==> src/rtl/min_reduce_pkg.sv <==
// -----------------------------------------------------------------------------
// min_reduce_pkg
// Shared definitions for the sequential minimum/argmin reducer:
//   - state_t     : reducer FSM state encoding (IDLE, ACC, DONE)
//   - DEF_WIDTH   : default operand width in bits
//   - DEF_IDX_WIDTH : default element index width in bits
// -----------------------------------------------------------------------------
package min_reduce_pkg;

    localparam int DEF_WIDTH     = 8;
    localparam int DEF_IDX_WIDTH = 8;

    // IDLE: nothing held, ACC: partial minimum held, DONE: result waiting.
    typedef enum logic [1:0] {
        IDLE = 2'd0,
        ACC  = 2'd1,
        DONE = 2'd2
    } state_t;

endpackage : min_reduce_pkg

==> src/rtl/gt_uint_nbit.sv <==
// -----------------------------------------------------------------------------
// gt_uint_nbit
// Unsigned greater-than comparator: Y = (A > B).
// Parameters:
//   WIDTH     : operand width in bits
//   IMPL_TYPE : 0 = behavioural relational operator,
//               otherwise = bit-serial scan where the most significant
//               differing bit decides the result
// Ports:
//   A [WIDTH-1:0] : left operand (input)
//   B [WIDTH-1:0] : right operand (input)
//   Y             : 1 when A is strictly greater than B (output)
// -----------------------------------------------------------------------------
module gt_uint_nbit #(
    parameter int WIDTH     = 8,
    parameter int IMPL_TYPE = 0
) (
    input  logic [WIDTH-1:0] A,
    input  logic [WIDTH-1:0] B,
    output logic             Y
);

    generate
        if (IMPL_TYPE == 0) begin : g_behav
            // Relational operator; the synthesis tool picks the structure.
            always_comb begin
                Y = (A > B);
            end
        end else begin : g_scan
            // Scan LSB to MSB; a higher differing bit overrides a lower one,
            // so the final value reflects the most significant difference.
            always_comb begin
                Y = 1'b0;
                for (int i = 0; i < WIDTH; i++) begin
                    if (A[i] != B[i]) begin
                        Y = A[i];
                    end else begin
                        Y = Y;
                    end
                end
            end
        end
    endgenerate

endmodule : gt_uint_nbit

==> src/rtl/min_reduce_seq.sv <==
// -----------------------------------------------------------------------------
// min_reduce_seq
// Streams a vector of unsigned elements (valid/ready in, last marks the end)
// and produces its minimum and the zero-based index of the first occurrence
// of that minimum (valid/ready out). One result per vector, latency 1 cycle
// after the last beat. Holds the result until the consumer accepts it; no new
// elements are accepted meanwhile.
//
// Optional feature macro: MIN_REDUCE_ARGMIN_EN
//   defined   : index/count registers present, out_idx reports the argmin
//               (index wraps modulo 2^IDX_WIDTH)
//   undefined : no index tracking, out_idx is tied to 0
//
// Parameters: WIDTH (operand bits), IDX_WIDTH (index bits),
//             IMPL_TYPE (comparator implementation select)
// Ports:
//   clk       in   clock, rising edge
//   rst       in   synchronous active-high reset
//   in_valid  in   element valid
//   in_ready  out  element accepted this cycle when in_valid=1
//   in_data   in   element value [WIDTH]
//   in_last   in   element is the last of the vector
//   out_valid out  result valid
//   out_ready in   consumer accepts result
//   out_min   out  minimum of the vector [WIDTH]
//   out_idx   out  index of the minimum [IDX_WIDTH]
// -----------------------------------------------------------------------------
module min_reduce_seq
    import min_reduce_pkg::*;
#(
    parameter int WIDTH     = DEF_WIDTH,
    parameter int IDX_WIDTH = DEF_IDX_WIDTH,
    parameter int IMPL_TYPE = 0
) (
    input  logic                 clk,
    input  logic                 rst,
    input  logic                 in_valid,
    output logic                 in_ready,
    input  logic [WIDTH-1:0]     in_data,
    input  logic                 in_last,
    output logic                 out_valid,
    input  logic                 out_ready,
    output logic [WIDTH-1:0]     out_min,
    output logic [IDX_WIDTH-1:0] out_idx
);

    state_t           r_state;
    state_t           w_state_nxt;
    logic [WIDTH-1:0] r_min;
    logic [WIDTH-1:0] w_min_nxt;
    logic             w_replace;
    logic             w_beat;
    logic             w_take;

    // Strict compare: a tie leaves the earlier element in place.
    gt_uint_nbit #(
        .WIDTH     (WIDTH),
        .IMPL_TYPE (IMPL_TYPE)
    ) u_gt (
        .A (r_min),
        .B (in_data),
        .Y (w_replace)
    );

    // Handshake qualifiers: readiness is purely a state decode.
    always_comb begin
        w_beat = in_valid && (r_state != DONE);
        // The first element of a vector always loads; later ones only if smaller.
        w_take = w_beat && ((r_state == IDLE) || w_replace);
    end

    // Next-state logic of the reducer FSM.
    always_comb begin
        w_state_nxt = r_state;
        case (r_state)
            IDLE: begin
                if (w_beat) begin
                    w_state_nxt = in_last ? DONE : ACC;
                end else begin
                    w_state_nxt = IDLE;
                end
            end
            ACC: begin
                if (w_beat && in_last) begin
                    w_state_nxt = DONE;
                end else begin
                    w_state_nxt = ACC;
                end
            end
            DONE: begin
                if (out_ready) begin
                    w_state_nxt = IDLE;
                end else begin
                    w_state_nxt = DONE;
                end
            end
            default: begin
                w_state_nxt = IDLE;
            end
        endcase
    end

    // Next value of the running minimum.
    always_comb begin
        w_min_nxt = r_min;
        if (w_take) begin
            w_min_nxt = in_data;
        end else begin
            w_min_nxt = r_min;
        end
    end

    // State and minimum registers.
    always_ff @(posedge clk) begin
        if (rst) begin
            r_state <= IDLE;
            r_min   <= {WIDTH{1'b0}};
        end else begin
            r_state <= w_state_nxt;
            r_min   <= w_min_nxt;
        end
    end

`ifdef MIN_REDUCE_ARGMIN_EN
    logic [IDX_WIDTH-1:0] r_idx;
    logic [IDX_WIDTH-1:0] r_cnt;
    logic [IDX_WIDTH-1:0] w_idx_nxt;
    logic [IDX_WIDTH-1:0] w_cnt_nxt;

    // Index tracking: count is the position of the element being offered;
    // it wraps naturally at 2^IDX_WIDTH.
    always_comb begin
        w_idx_nxt = r_idx;
        w_cnt_nxt = r_cnt;
        if (w_beat && (r_state == IDLE)) begin
            w_idx_nxt = {IDX_WIDTH{1'b0}};
            w_cnt_nxt = IDX_WIDTH'(1);
        end else if (w_beat) begin
            w_idx_nxt = w_replace ? r_cnt : r_idx;
            w_cnt_nxt = r_cnt + IDX_WIDTH'(1);
        end else begin
            w_idx_nxt = r_idx;
            w_cnt_nxt = r_cnt;
        end
    end

    // Index and count registers.
    always_ff @(posedge clk) begin
        if (rst) begin
            r_idx <= {IDX_WIDTH{1'b0}};
            r_cnt <= {IDX_WIDTH{1'b0}};
        end else begin
            r_idx <= w_idx_nxt;
            r_cnt <= w_cnt_nxt;
        end
    end

    // Index output straight from its register.
    always_comb begin
        out_idx = r_idx;
    end
`else
    // Without index tracking the index output is tied low.
    always_comb begin
        out_idx = {IDX_WIDTH{1'b0}};
    end
`endif

    // Outputs are decodes of registered state or register values.
    always_comb begin
        in_ready  = (r_state != DONE);
        out_valid = (r_state == DONE);
        out_min   = r_min;
    end

endmodule : min_reduce_seq

==> config.mk <==
export PLATFORM = sky130hd
export DESIGN_NAME = min_reduce_seq
export DESIGN_NICKNAME = d
export VERILOG_FILES = /design/src/rtl/min_reduce_pkg.sv /design/src/rtl/gt_uint_nbit.sv /design/src/rtl/min_reduce_seq.sv
export SDC_FILE = /design/constraint.sdc
export NUM_CORES = 1
export LEC_CHECK = 0
export ABC_AREA = 1
export CAP_MARGIN = 20
export CORE_UTILIZATION = 55
export DETAILED_ROUTE_END_ITERATION = 10
export DONT_BUFFER_PORTS = 1
export PLACE_DENSITY = 0.72
export SETUP_SLACK_MARGIN = 0.05
export SYNTH_ARGS = -nofsm -noshare
export SYNTH_HDL_FRONTEND = slang
export SYNTH_SLANG_ARGS = --single-unit
==> constraint.sdc <==
create_clock -name clk -period 2.25 [get_ports clk]
set_input_delay 0.3375 -clock clk [delete_from_list [all_inputs] [get_ports clk]]
set_output_delay 0.3375 -clock clk [all_outputs]
set_load 0.005 [all_outputs]
==> metrics.yaml, run 1 <==
sta:
  max_freq_mhz: 610
  hold_viol: 0
  maxSlewHeadroom_pct: 55.3
  period_needed_ns: 1.64
  setup_tns_ns: 0
  min_period_over_period_pct: 72.8
  setup_viol: 0
  fin_ws_ns: 0.612
  rsz0062_at_grt: "no"
  finClkSkew_ns: 0.000480
  slew_violations: 0
  tightest_slew_ns: 0.670
clock_tree:
  clk_latency_ns: 0.27
  cts_setup_buffers: 0
  htreeDepth: 1
  cts_tree: "done"
  ctsResizeCount: 0
  cts-buffers-inserted: 3
  cts_max_path_buffers: 2
  clockRootBuffer: "clkbuf_4"
  cts_hold_buffers: 0
  clkTransAtPathRegs_ns: 0.07
  cts_sinks: 10
setup_path:
  cp_top_family: "simple AND/OR/NAND/NOR gates"
  worstSetupPathType: "reg2reg"
  setup.worst_path.end_class: "register"
  crit_path_start_kind: "register"
  slowest_stage: "dfxtp_1"
  crit_chain: "ha_1, nand2_1, inv_1, nand2_1, nand2_1, nand2_1, nand2_1, nand2_1, nand2_2, nand3_1, nand2_1, nor2_1"
  critPathRequiredTime_ns: 2.42
  critPathMaxFanout: 16
  crit_top_cell: "nand2_1"
  cp.arrival_ns: 1.81
  path_buf_inv: 1
  critPathMaxStageDelay_ns: 0.34
final_layout:
  drive_gt1_share_pct: 9.62
  antenna_cells: 0
  nets: 126
  fin_area_um2: 721
  register_area_um2: 200
  area_growth_pct: -0.690
  multi_input_area_um2: 403
  fillers: 121
logic_synthesis:
  synth_warnings: 0
  ys_seq_area_share_pct: 27.6
  netlist_area_um2: 726
  ys_ff_latch: 10
  synth_area_per_cell_um2: 7.05
  synthCells: 103
  yosys.cell_types.count: 20
floorplan:
  dieWidth_um: 38.3
  core_area_mm2: 0.00117
  rows: 12
  dieArea_mm2: 0.00147
  io_pins: 31
  initial_core_util_pct: 62.0
  die_h_um: 38.3
place:
  place.port_buffers: 0
  pre_cts_slack_ns: 0.597
  dp_hpwl_um: 871
  dpl-instance-area_um2: 684
  gp_congestion: 0.712
pwr:
  total_power_uw: 483
  p_leak_uw: 0.000405
  power_density_mw_per_mm2: 670
  ir_drop_mv: 0.381
drt:
  drc: 0
  ant_nets: 0
  drt_first_pass_iters: 2
  drt_iter0_drc: 5
  wirelength_um: 1200
  vias_per_cell: 4.93
  wl_per_cell_um: 10.2
  num_vias: 582
job:
  maxCapViolCount: 0
global_route:
  grt_max_degree: 17
  grt_pass1_wl_um: 1810
  overflow: 0
  grt_pass1_vias: 480
  grtUsageTotal_pct: 18.7
  antenna_found_initial: 0
run_status:
  status: "complete, no violations"
worst_hold_path:
  hold_path_class: "in2reg"
-- worst register-to-register path, stage by stage, from the launching register on --
cell	delay, ns
dfxtp_1	0.34
ha_1	0.30
nand2_1	0.06
inv_1	0.07
nand2_1	0.05
nand2_1	0.05
nand2_1	0.04
nand2_1	0.05
nand2_1	0.05
nand2_2	0.25
nand3_1	0.12
nand2_1	0.10
nor2_1	0.05
-- cell usage after synthesis --
| cell type | number | area share [%] |
|---|---|---|
| nor2_2 | 2 | 1.7 |
| o211a_1 | 1 | 1.4 |
| nand2_2 | 1 | 0.86 |
| nand3_2 | 2 | 2.8 |
| a21o_1 | 1 | 1.0 |
| clkinv_1 | 1 | 0.52 |
| nand4_1 | 1 | 0.86 |
| dfxtp_1 | 10 | 28 |
| nor3_1 | 1 | 0.69 |
| conb_1 | 1 | 0.52 |
| a21oi_1 | 10 | 6.9 |
| nand2_1 | 19 | 9.8 |
| inv_1 | 16 | 8.3 |
| ha_1 | 8 | 14 |
| buf_6 | 1 | 1.6 |
| clkbuf_8 | 1 | 1.9 |
| buf_4 | 8 | 8.3 |
| a21oi_2 | 1 | 1.2 |
| nor2_1 | 12 | 6.2 |
| nand3_1 | 6 | 4.1 |
-- flip-flops by register name, summed over array words and instances, names as in the netlist --
signal and cells:
r_state 2, out_min 8
-- cell families after synthesis --
family / after synthesis / synth area share [%]
other: 1 / 0.517
and+or+nand+nor: 44 / 27.1
adders and majority gates: 8 / 13.8
buffers and inverters: 27 / 20.5
DFF: 10 / 27.6
AOI/OAI and AO/OA: 13 / 10.5
-- stage by stage --
step                      std cells  util [%]  hold WS, ns
after floorplan                 110         -        0.417
after CTS                       118      61.5        0.128
after detailed placement        114      58.4        0.421
final                           118      61.5        0.133
after global routing            118      61.5        0.121
after global placement          114      58.4        0.420
-- routing by layer --
layer	up-vias	GRT usage (%)	share of wire (%)
li1	308	-	-
met1	245	20.0	45
met2	25	30.9	47
met3	4	5.23	6.1
met4	0	13.4	1.9
met5	-	0	0
-- final timing paths --
path                   start    endpoint  slack [ns]  cells after the start
setup / recovery  out_min[3]  out_min[0]        0.61                     12
hold / removal           rst  r_state[1]        0.13                      1
setup reg to reg  out_min[3]  out_min[0]        0.61                     12
hold reg to reg   r_state[1]  r_state[0]        0.53                      2
-- power breakdown --
| part | internal, uW | switching (uW) | total [uW] |
|---|---|---|---|
| clock network | 98.4 | 69.3 | 168 |
| logic | 39.9 | 64.2 | 104 |
| registers | 194 | 16.6 | 211 |
-- area by class of cell --
| cell class | instances | area share, % |
|---|---|---|
| multi-input combinational | 73 | 55.9 |
| sequential | 10 | 27.8 |
| inverter | 17 | 8.85 |
| clock buffer | 4 | 5.03 |
| tap | 14 | 2.43 |
-- cells in the final DEF (no fill, tap or decap), types with 2 or more instances in the layout --
cell,instances
conb_1,8
nand3_1,6
nand2_1,19
a21oi_1,10
inv_1,16
ha_1,8
nor2_2,2
nor2_1,12
nand3_2,2
clkbuf_4,3
dfxtp_1,10
Power figures use the tool's default switching activity.
==> inputs of run 2 (changes only) <==
--- a/config.mk
+++ b/config.mk
@@ -7,10 +7,10 @@
 export LEC_CHECK = 0
 export ABC_AREA = 1
 export CAP_MARGIN = 20
-export CORE_UTILIZATION = 55
+export CORE_UTILIZATION = 53
 export DETAILED_ROUTE_END_ITERATION = 10
 export DONT_BUFFER_PORTS = 1
-export PLACE_DENSITY = 0.72
+export PLACE_DENSITY = 0.73
 export SETUP_SLACK_MARGIN = 0.05
 export SYNTH_ARGS = -nofsm -noshare
 export SYNTH_HDL_FRONTEND = slang
==> constraint.sdc (replaced) <==
create_clock -name clk -period 1.4 [get_ports clk]
set_input_delay 0.21 -clock clk [delete_from_list [all_inputs] [get_ports clk]]
set_output_delay 0.21 -clock clk [all_outputs]
set_load 0.005 [all_outputs]
==> metrics.yaml, run 2 (same netlist as run 1, synthesis figures left out) <==
sta:
  setup_viol: 8  # was 0
  hold_viol: 0  # unchanged
  max_freq_mhz: 635  # was 610 MHz
  slew_violations: 0  # unchanged
  hold_slack_ns: 0.00720  # was 0.133 ns
  min_period_over_period_pct: 112  # was 72.8%
  finClkSkew_ns: 0.00227  # was 0.000480 ns
  fin_ws_ns: -0.174  # was 0.612 ns
  period_needed_ns: 1.57  # was 1.64 ns
  rsz0062_at_grt: "yes"  # was no
  setup_tns_ns: -1.18  # was 0 ns
clock_tree:
  cts_tree: "done"  # unchanged
  cts_sinks: 10  # unchanged
  clk_latency_ns: 0.27  # about the same
  clkTransAtPathRegs_ns: 0.07  # about the same
  htreeDepth: 1  # unchanged
  cts_max_path_buffers: 2  # unchanged
  cts-buffers-inserted: 3  # unchanged
  clockRootBuffer: "clkbuf_4"  # unchanged
  cts_hold_buffers: 0  # unchanged
setup_path:
  cp.arrival_ns: 1.74  # was 1.81 ns
  crit_path_start_kind: "register"  # unchanged
  worstSetupPathType: "reg2reg"  # unchanged
  startpoint: "out_min[5]"  # was out_min[3]
  rr_startpoint: "out_min[5]"  # was out_min[3]
  setup.worst_path.end_class: "register"  # unchanged
  critPathMaxFanout: 8  # was 16
  critPathRequiredTime_ns: 1.57  # was 2.42 ns
global_route:
  busiest_layer: "met2"  # unchanged
  met1_usage_pct: 26.0  # was 20.0%
  overflow: 0  # unchanged
  grt_pass1_vias: 639  # was 480
  grtUsageTotal_pct: 25.9  # was 18.7%
  globalRouteMet3Util_pct: 5.20  # was 5.23%
  gr-usage-met2_pct: 47.9  # was 30.9%
  grt_max_degree: 17  # unchanged
  antenna_found_initial: 0  # unchanged
  grt_pass1_wl_um: 2560  # was 1810 um
floorplan:
  dieWidth_um: 39.0  # was 38.3 um
  rows: 12  # unchanged
  io_pins: 31  # unchanged
  initial_core_util_pct: 61.2  # was 62.0%
  dieArea_mm2: 0.00152  # was 0.00147 mm2
  core_area_mm2: 0.00119  # was 0.00117 mm2
  die_h_um: 39.0  # was 38.3 um
final_layout:
  largest_reg_flops: 8  # unchanged
  area_growth_pct: 43.3  # was -0.690%
  drive_gt1_share_pct: 52.9  # was 9.62%
  final_common_cell: "buf_4"  # was nand2_1
  nets: 144  # was 126
  fillers: 61  # was 121
  antenna_cells: 0  # unchanged
  instances_no_fill: 135  # was 118
  final_cell_mix: "buf_4, inv_1, nand2_1, nor2_1"  # was nand2_1, inv_1, nor2_1, a21oi_1, dfxtp_1
  fin_util_pct: 87.7  # was 61.5%
place:
  dp_hpwl_um: 1030  # was 871 um
  gp_congestion: 0.744  # was 0.712
  dp_cells: 130  # was 114
  place.port_buffers: 0  # unchanged
  pre_cts_slack_ns: -0.198  # was 0.597 ns
pwr:
  p_leak_uw: 0.000505  # was 0.000405 uW
  ir_drop_mv: 0.543  # was 0.381 mV
  power_density_mw_per_mm2: 866  # was 670 mW/mm2
drt:
  vias_per_cell: 5.31  # was 4.93
  drc: 0  # unchanged
  drt_iter0_drc: 3  # was 5
  wirelength_um: 1850  # was 1200 um
  wl_per_cell_um: 13.7  # was 10.2 um
  drt_first_pass_iters: 2  # unchanged
  ant_nets: 0  # unchanged
  num_vias: 717  # was 582
worst_hold_path:
  hold_path_class: "in2reg"  # unchanged
  min_from: "rst"  # unchanged
run_status:
  status: "finished, violations left"  # was complete, no violations
  violations: "setup timing"
job:
  maxCapViolCount: 0  # unchanged
==> run 2: changes by cell type in the layout (fill, tap and decap cells not counted), sizes merged <==
cell    previous run  this run
buf                0        17
clkbuf             4         3
nand2             20        21
==> run 2: final timing paths <==
kind | endpoint | slack (ns) | cells past startpoint
max | out_min[0] | -0.17 | 10
min | r_state[1] | 0.007 | 1
max reg2reg | out_min[0] | -0.17 | 10
min reg2reg | r_state[0] | 0.53 | 2
==> run 2: power breakdown <==
| part | leakage (uW) | internal [uW] | switching [uW] |
|---|---|---|---|
| clock | 0.0000138 | 99.7 | 108 |
| combinational | 0.000406 | 166 | 182 |
| sequential | 0.0000854 | 317 | 27.6 |
| total | 0.000505 | 582 | 318 |
==> run 2: area by class of cell <==
| class | instances | area, um2 | area share (%) |
|---|---|---|---|
| Clock buffer | 3 | 22.5 | 2.17 |
| Inverter | 17 | 63.8 | 6.14 |
| Multi-Input combinational cell | 74 | 586 | 56.3 |
| Sequential cell | 10 | 210 | 20.2 |
| Tap cell | 14 | 17.5 | 1.68 |
| Timing Repair Buffer | 17 | 140 | 13.5 |
==> run 2: timing repair <==
item	in CTS	in global routing
resized for setup	12	12
setup endpoints to repair	8	8
buffers inserted	0	1
pin swaps	9	10
cloned	1	0
==> run 2: critical path, cell delays in order (launching register included) <==
cell,delay [ns]
dfxtp_2,0.34
ha_4,0.27
nand2_1,0.07
a21oi_1,0.19
nor2_1,0.07
nand2_1,0.08
nand2_2,0.09
nand2_4,0.15
nand3_2,0.09
nand2_1,0.09
nor2_1,0.05
==> run 2: through the flow <==
step	instance area (um2)	power, uW
after floorplan	836	545
after global placement	901	605
after detailed placement	901	614
after CTS	997	855
after global routing	1040	949
final	1040	900
==> run 2: layer usage <==
layer | wire (um) | vias up
met5 | 0 | -
met2 | 959 | 27
li1 | - | 350
met3 | 90 | 5
met4 | 33 | 0
met1 | 769 | 335
